<file path="config.mk">
export PLATFORM = sky130hd
export DESIGN_NAME = poop_slot_manager
export DESIGN_NICKNAME = d
export VERILOG_FILES = /design/src/rtl/poop_slot_manager.sv
export SDC_FILE = /design/constraint.sdc
export NUM_CORES = 1
export LEC_CHECK = 0
export ABC_AREA = 1
export ABC_CLOCK_PERIOD_IN_PS = 7700
export BUFFER_PORTS_ARGS = -buffer_cell sky130_fd_sc_hd__buf_2
export CAP_MARGIN = 10
export CORE_AREA = 2 2 108 110
export DETAILED_ROUTE_END_ITERATION = 7
export DIE_AREA = 0 0 110 112
export PLACE_DENSITY = 0.73
export SYNTH_ARGS = -nofsm -noshare
export SYNTH_HDL_FRONTEND = slang
export SYNTH_SLANG_ARGS = --single-unit
</file>
<file path="constraint.sdc">
create_clock -name clk -period 7.7 [get_ports clk]
set_input_delay 1.54 -clock clk [delete_from_list [all_inputs] [get_ports clk]]
set_output_delay 1.54 -clock clk [all_outputs]
set_load 0.005 [all_outputs]
</file>
<file path="src/rtl/poop_slot_manager.sv">
// poop_slot_manager
// Owns the 8 poop object slots: round-robin allocation on drop requests,
// per-frame ageing/expiry, and one player/poop hit report per frame.
// Optional feature macro: POOP_HIT_RETIRE_EN -- when defined, the slot
// reported by a hit is cleared at the next startOfFrame.
// Handshake note: dropReq is a fire-and-forget pulse with no ready; it is
// either accepted (spawnPulse follows 2..9 cycles later), refused
// (dropReject pulses the next cycle), or silently ignored while a previous
// request is still being scanned/granted.
module poop_slot_manager #(
  parameter int LIFETIME_FRAMES = 180,
  parameter int DROP_GAP_FRAMES = 15
) (
  input  logic       clk,
  input  logic       reset,
  input  logic       startOfFrame,
  input  logic       dropReq,
  input  logic       playerDrawingRequest,
  input  logic [7:0] poopsDrawingRequest,
  output logic [7:0] poopsEnable,
  output logic       spawnPulse,
  output logic [2:0] spawnIdx,
  output logic       dropReject,
  output logic       hitPulse,
  output logic [2:0] hitIdx,
  output logic [3:0] activeCount,
  output logic [1:0] dbgState
);

  typedef enum logic [1:0] {
    S_IDLE  = 2'd0,
    S_SCAN  = 2'd1,
    S_GRANT = 2'd2
  } state_t;

  localparam logic [7:0] LIFE_INIT = 8'(LIFETIME_FRAMES);
  localparam logic [7:0] GAP_INIT  = 8'(DROP_GAP_FRAMES);

  state_t     r_state;
  state_t     w_state_nxt;
  logic [2:0] r_rr_ptr;
  logic [7:0] r_enable;
  logic [7:0] r_life [8];
  logic [7:0] r_cooldown;
  logic [2:0] r_spawn_idx;
  logic       r_reject;
  logic       w_reject_nxt;
  logic       r_hit_pulse;
  logic [2:0] r_hit_idx;
  logic       r_hit_flag;
  logic [3:0] r_active_cnt;
  logic [3:0] w_pop;
  logic [7:0] w_hit_vec;
  logic       w_collide;
  logic [2:0] w_hit_low;
  logic       w_full;
  logic       w_drop_ok;
  logic       w_slot_free;
  logic       w_grant;
`ifdef POOP_HIT_RETIRE_EN
  logic       r_retire_pend;
`endif

  // Full is judged on the live enables so a back-to-back request with no
  // cooldown can never start a scan that finds no free slot.
  assign w_full      = &r_enable;
  assign w_drop_ok   = (r_cooldown == 8'd0) && !w_full;
  assign w_slot_free = !r_enable[r_rr_ptr];
  assign w_grant     = (r_state == S_GRANT);
  assign w_hit_vec   = poopsDrawingRequest & r_enable;
  assign w_collide   = playerDrawingRequest && (w_hit_vec != 8'd0);

  // Next-state and reject decision for the allocation FSM.
  always_comb begin
    w_state_nxt  = r_state;
    w_reject_nxt = 1'b0;
    case (r_state)
      S_IDLE: begin
        if (dropReq) begin
          if (w_drop_ok) w_state_nxt = S_SCAN;
          else           w_reject_nxt = 1'b1;
        end
      end
      S_SCAN:  if (w_slot_free) w_state_nxt = S_GRANT;
      S_GRANT: w_state_nxt = S_IDLE;
      default: w_state_nxt = S_IDLE;
    endcase
  end

  // FSM state register plus the registered reject pulse.
  always_ff @(posedge clk or posedge reset) begin
    if (reset) begin
      r_state  <= S_IDLE;
      r_reject <= 1'b0;
    end else begin
      r_state  <= w_state_nxt;
      r_reject <= w_reject_nxt;
    end
  end

  // Round-robin pointer walks during SCAN and moves past the slot on GRANT;
  // spawnIdx is captured on entry to GRANT so it is valid with spawnPulse.
  always_ff @(posedge clk or posedge reset) begin
    if (reset) begin
      r_rr_ptr    <= 3'd0;
      r_spawn_idx <= 3'd0;
    end else begin
      if (r_state == S_SCAN) begin
        if (w_slot_free) r_spawn_idx <= r_rr_ptr;
        else             r_rr_ptr    <= r_rr_ptr + 3'd1;
      end else if (w_grant) begin
        r_rr_ptr <= r_rr_ptr + 3'd1;
      end
    end
  end

  // Per-slot lifetime: a grant wins over ageing so a fresh poop keeps its
  // full lifetime even when the grant lands on a frame boundary.
  always_ff @(posedge clk or posedge reset) begin
    if (reset) begin
      r_enable <= 8'd0;
      for (int i = 0; i < 8; i++) r_life[i] <= 8'd0;
    end else begin
      for (int i = 0; i < 8; i++) begin
        if (w_grant && (r_rr_ptr == 3'(i))) begin
          r_enable[i] <= 1'b1;
          r_life[i]   <= LIFE_INIT;
        end
`ifdef POOP_HIT_RETIRE_EN
        else if (startOfFrame && r_retire_pend && (r_hit_idx == 3'(i))) begin
          r_enable[i] <= 1'b0;
          r_life[i]   <= 8'd0;
        end
`endif
        else if (startOfFrame && r_enable[i]) begin
          r_life[i] <= r_life[i] - 8'd1;
          if (r_life[i] == 8'd1) r_enable[i] <= 1'b0;
        end
      end
    end
  end

  // Drop cooldown: reloaded on grant, counts frames down to zero.
  always_ff @(posedge clk or posedge reset) begin
    if (reset) begin
      r_cooldown <= 8'd0;
    end else if (w_grant) begin
      r_cooldown <= GAP_INIT;
    end else if (startOfFrame && (r_cooldown != 8'd0)) begin
      r_cooldown <= r_cooldown - 8'd1;
    end
  end

  // Lowest-index colliding slot among the enabled ones.
  always_comb begin
    w_hit_low = 3'd0;
    for (int i = 7; i >= 0; i--) begin
      if (w_hit_vec[i]) w_hit_low = 3'(i);
    end
  end

  // Hit latch: one report per frame; a collision on the frame-start cycle
  // already belongs to the new frame.
  always_ff @(posedge clk or posedge reset) begin
    if (reset) begin
      r_hit_pulse <= 1'b0;
      r_hit_idx   <= 3'd0;
      r_hit_flag  <= 1'b0;
    end else begin
      r_hit_pulse <= 1'b0;
      if (w_collide && (!r_hit_flag || startOfFrame)) begin
        r_hit_pulse <= 1'b1;
        r_hit_idx   <= w_hit_low;
        r_hit_flag  <= 1'b1;
      end else if (startOfFrame) begin
        r_hit_flag <= 1'b0;
      end
    end
  end

`ifdef POOP_HIT_RETIRE_EN
  // Remembers that the latched hit slot must be cleared at the next frame.
  always_ff @(posedge clk or posedge reset) begin
    if (reset) begin
      r_retire_pend <= 1'b0;
    end else if (w_collide && (!r_hit_flag || startOfFrame)) begin
      r_retire_pend <= 1'b1;
    end else if (startOfFrame) begin
      r_retire_pend <= 1'b0;
    end
  end
`endif

  // Population count of the enable vector.
  always_comb begin
    w_pop = 4'd0;
    for (int i = 0; i < 8; i++) w_pop = w_pop + {3'd0, r_enable[i]};
  end

  // Registered active count, one cycle behind the enables.
  always_ff @(posedge clk or posedge reset) begin
    if (reset) r_active_cnt <= 4'd0;
    else       r_active_cnt <= w_pop;
  end

  assign poopsEnable = r_enable;
  assign spawnPulse  = w_grant;
  assign spawnIdx    = r_spawn_idx;
  assign dropReject  = r_reject;
  assign hitPulse    = r_hit_pulse;
  assign hitIdx      = r_hit_idx;
  assign activeCount = r_active_cnt;
  assign dbgState    = r_state;

endmodule

</file>
After elaboration in Yosys (flattened, before gate mapping)
Cells that the tools add are included.

operators by class
  eq/ne operators = 21
  bitwise gates (word level) = 2
  muxes and demuxes = 65
  add/sub/neg operators = 17
  magnitude comparators = 1
  reduce and logical (&&, ||, !) cells = 59

operators with widths
  kind                 count
  $mux 8               18
  $sub 8x1->8 const B  9
  $eq 8x1->1 const B   8
  $reduce_bool 2->1    19
  $mux 3               11
  $mux 1               31
  $logic_and 1x1->1    20
  $reduce_and 2->1     10
  $add 4x1->4          4
  $reduce_bool 8->1    2
  $eq 3x3->1 const B   4
  $and 8x8->8          1
  $logic_not 8->1      1
  $ne 2x2->1 const B   4
  $reduce_and 8->1     1
  $eq 3x2->1 const B   2
  $mux 2               3
  $add 3x1->4          1
  $lt 3x4->1 const B   1
  $pmux 2 s2           1
  $add 2x1->3          1
  $add 3x1->3 const B  1
  $bmux 1 s3           1
  $eq 3x1->1 const B   1
  9 further kinds      10

storage, ports and cells
  logic and storage cells = 190
  bits in registers = 98
  output and inout bits = 23
  input port bits = 13

Logic depth before layout (Yosys ltp)
  depth after elaboration = 9
  depth in mapped cells = 10
  depth with buffers taken out = 10

Worst setup path before layout
OpenSTA, ideal clock, no wires.

  path kind = reg2reg
  start = reg r_enable[0] (netlist: poopsEnable[0])
  end = reg r_active_cnt[2] (netlist: activeCount[2])
  period minus slack after synthesis = 2.767 ns
  path buffers = 0
  stages on the path, launching flop included = 10
  setup slack = 4.933 ns
  arrival time = 2.644 ns
  setup time = 0.123 ns
  data required time = 7.577 ns
  path through = dfrtp_1 > fa_1 > inv_1 > fa_1 > fa_1 > inv_1 > ha_1 > inv_1 > fa_1 > xnor2_1

between the ends
  longest elaborated chain between the ends = 7

ends and longest elaborated chain
  what                              line  text
  start: declaration                42    logic [7:0] r_enable;
  start signal: assignment          121   r_enable <= 8'd0;
  start signal: indexed assignment  126   r_enable[i] <= 1'b1;
  start signal: indexed assignment  137   if (r_life[i] == 8'd1) r_enable[i] <= 1'b0;
  $add 1x1->2                       197   for (int i = 0; i < 8; i++) w_pop = w_pop + {3'd0, r_enable[i]};
  $add 2x1->3                       197
  $add 3x1->4                       197
  $add 4x1->4 (4 in series)         197
  named net w_pop[2]                52    logic [3:0] w_pop;
  end signal: assignment            203   else r_active_cnt <= w_pop;
  end: declaration                  51    logic [3:0] r_active_cnt;

The timed path passes the listed nets, and every way through them passes these cells.
A chain may end at the register's enable or synchronous reset.

Worst setup path after layout
  start = reg r_state[0] (netlist: dbgState[0])
  end = out spawnPulse

between the ends
  longest elaborated chain between the ends = 1

ends and longest elaborated chain
  what                      line  text
  start: declaration        39    state_t r_state;
  start signal: assignment  96    r_state <= w_state_nxt;
  $eq 2x2->1                69    assign w_grant = (r_state == S_GRANT);
  end: declaration          21    output logic spawnPulse,

No other way between the ends.

==> results.txt <==
The mapped cell area is ~5400 sq um. The total of cells resized after clock tree synthesis came out at 0. In this run the critical register-to-register path is captured at activeCount[2]. The final sum of negative setup slack came out at 0 ns.

At the end of routability-driven placement, the weighted congestion stood at 0.847. The most frequently used flop master after synthesis is sky130_fd_sc_hd__dfrtp_1. The clock latency on the worst-skew pair is 0.34 ns. Hold is met by 0.482 ns. After synthesis the netlist holds a flip-flop and latch count of 98. Row generation in the floorplan step produced 39 rows. The xor and xnor area share after synthesis is 0.00645. The highest fanout seen on the critical path is 11.

The number of global-route vias before repair came out at 4559. Measured against the total synthesized area, the mux share comes to 0. The area enclosed by the die boundary is 12300 sq um. For this configuration, the core starts out at a cell density of 0.486.

In this run the standard cell core region covers 11200 sq um. The first global-routing pass estimated 20100 microns of wire. The cell leakage power came out at between 3 and 4 nW. The sequential element share of the synthesized area came out at 0.452. VDD sags by at most 0.000219 V. The clock sink count came out at a little under 100.

The number of top-level pins is 36. The root buffer selected by CTS is sky130_fd_sc_hd__clkbuf_16. The number of buffers on the longest clock path came out at 2. The count of input and output buffers came out at 35. The number of inserted filler cells in the final layout came out at approximately 1000.

The final worst-path setup slack is about 4.8 ns. The delay of the slowest cell on the worst path came out at 0.44 ns. The number of instances in the synthesized netlist came out at 678. The final antenna diode count came out at 0. The overflow left after global routing is 0. The H-tree level count came out at 3. The initial antenna violation count came to 0. The area added between synthesis and finish is 11.4%. Setup violations remaining at the end of the flow were counted as 0. The class of the tightest hold or removal check is reg -> reg. The final clock period utilization by the worst path came out at 0.383. The worst clock skew is approximately 0.0066 ns. The number of unique standard cell types used by synthesis is 35. The via density per instance came out at 5.27. The post-detailed-placement cell area came out at 5740 sq um. The main combinational cell family by area after synthesis is simple AND/OR/NAND/NOR gates. The pre-CTS worst setup slack came out at between 4 and 5 ns. TritonCTS built the clock tree.

For this design, the slowest cell found on the critical path is sky130_fd_sc_hd__nor2_4. TritonCTS created 9 clock buffers. The HPWL after detailed placement is ~8600 microns. The global routing usage summed across all routing layers is 0.206. By startpoint and endpoint, the worst setup path is classified as reg -> out.

The worst register-to-register path begins at poopsEnable[0]. The number of setup buffers added after CTS is 0. For this run, the detailed router's first-pass iteration total came to 5. After synthesis, the share of flip-flops with an asynchronous set or reset is 1.00. The adder-cell share of the synthesized area is 0.0793. The number of max-cap violations is 0. The number of hold buffers added after CTS was 0. Setup repair after global routing left no endpoint under its margin. The clock slew at the register clock pins of the worst setup and hold paths came out at 0.07 ns. The detail route stage leaves a number of antenna-violating nets equal to 0. The required time of the critical path is 6.16 ns.

For this run, the top clock speed supported by timing is 339 MHz. Entering global routing, the biggest net connects 70 pins. The synthesized area per cell is 8.01 sq um.

The top cell types in the final layout, fill and taps aside, are sky130_fd_sc_hd__nand2_1, sky130_fd_sc_hd__inv_1, sky130_fd_sc_hd__dfrtp_1. The signal on the critical path passes through nor2_4 -> buf_2. The post-route cell area is slightly above 6000 sq um. STA puts the critical path data arrival time at 1.41 ns. The transition time at the pin with the least slew margin came out at 0.861 ns.

The share of the synthesized area in compound gates (AO/OA/AOI/OAI) came to 0.0823. The via count is 4575. The worst pin sits at a relative slew slack of 0.426. The violation count after the first detailed-routing iteration is 281.

The leading cell type in the layout, fill and taps excluded is sky130_fd_sc_hd__nand2_1. The register-to-register path setup slack came out at 4.80 ns. The post-detailed-route wirelength per cell is 13.5 microns. Measured along the y axis, the die boundary spans 112 microns.

The synthesized netlist net count came out at 723. The total routed wirelength is 11700 microns. The number of slew-limit violations in the final report came out at 0.

The minimum period implied by the final worst setup slack came out at about 2.9 ns. The worst setup path is launched from a register. The worst hold path begins at r_life[29]. For hold timing, the worst endpoint is r_life[29]. The net count of the finished layout is between 700 and 800. The run finished with clean final reports. The cell depth of the worst hold path is 2. In this run the horizontal extent of the chip is ~110 microns. STA classifies the critical path endpoint as a primary output. The simple-gate share of the synthesized area came out at 0.297. The total of warnings raised by yosys is 0. Dividing total power by cell area gives a power density of around 380 nW/um^2. The number of synthesized flops with an enable pin came out at 0. The final routed DRC violation total came out at 0. Counting cells, the worst reg-to-reg path comes to 9. The layout cell share with drive strength beyond 1 is 0.112. The final hold violation count came to 0.
## how the worst max path moves through the flow
| stage | start | endpoint | slack, ns | cells past startpoint |
|---|---|---|---|---|
| after floorplan | reset | activeCount[0] | 3.60 | 1 |
| after global placement | poopsEnable[0] | activeCount[1] | 4.86 | 9 |
| after detailed placement | poopsEnable[0] | activeCount[1] | 4.85 | 9 |
| after CTS | dbgState[1] | spawnPulse | 4.73 | 3 |
| after global routing | poopsEnable[0] | activeCount[2] | 4.65 | 9 |
| final | dbgState[0] | spawnPulse | 4.75 | 2 |
## layer usage
| metal | share of wire | GRT usage | wire, microns | vias up |
|---|---|---|---|---|
| met5 | 0 | 0 | 0 | - |
| met4 | 0.019 | 0.0751 | 223 | 0 |
| met3 | 0.041 | 0.0392 | 476 | 18 |
| met2 | 0.50 | 0.351 | 5830 | 92 |
| met1 | 0.44 | 0.257 | 5190 | 2193 |
| li1 | - | - | - | 2272 |
## stage by stage
step	power (mW)	std cells	util
after floorplan	1.57	678	-
after global placement	1.76	852	0.514
after detailed placement	1.82	852	0.514
after CTS	2.29	868	0.541
after global routing	2.49	868	0.541
final	2.27	868	0.541
## cell type report
type                            count  area [sq um]  area share
Clock buffer                       12           256      0.0424
Clock inverter                      4          50.0     0.00827
Inverter                          107           404      0.0668
Multi-Input combinational cell    468          2520       0.417
Sequential cell                    98          2450       0.405
Tap cell                          143           179      0.0296
Timing Repair Buffer               36           183      0.0302
## kinds of logic after synthesis
family | after synthesis
compound gates | 84
xor+xnor | 4
fa+ha+maj | 32
buf+inv | 112
flops | 98
simple gates | 348
## flip-flops by register name, summed over array words and instances (netlist names)
register / flops
r_life: 64
poopsEnable: 8
r_cooldown: 8
activeCount: 4
hitIdx: 3
r_rr_ptr: 3
spawnIdx: 3
dbgState: 2
dropReject: 1
hitPulse: 1
r_hit_flag: 1
## report_power, final
| part | switching (mW) | internal [mW] |
|---|---|---|
| Sequential | 0.196 | 0.742 |
| Clock | 0.187 | 0.269 |
| Combinational | 0.547 | 0.333 |
## synth_stat cells, types with 9 or more instances
master,count,area [sq um]
sky130_fd_sc_hd__dfrtp_1,98,2450
sky130_fd_sc_hd__nand4_1,18,113
sky130_fd_sc_hd__ha_1,28,350
sky130_fd_sc_hd__o21ai_0,58,290
sky130_fd_sc_hd__nor3_1,15,75.1
sky130_fd_sc_hd__nor2_1,60,225
sky130_fd_sc_hd__nand2_1,151,567
sky130_fd_sc_hd__nand2_2,9,56.3
sky130_fd_sc_hd__a21oi_1,13,65.1
sky130_fd_sc_hd__nand3_1,74,370
sky130_fd_sc_hd__inv_1,103,387
## worst max-delay path: cells and delay by family (launching register included)
| kind | cells | cell delay (ns) |
|---|---|---|
| buffers and inverters | 1 | 0.21 |
| flip-flops | 1 | 0.42 |
| AND/OR/NAND/NOR | 1 | 0.44 |
Power figures use the tool's default switching activity.
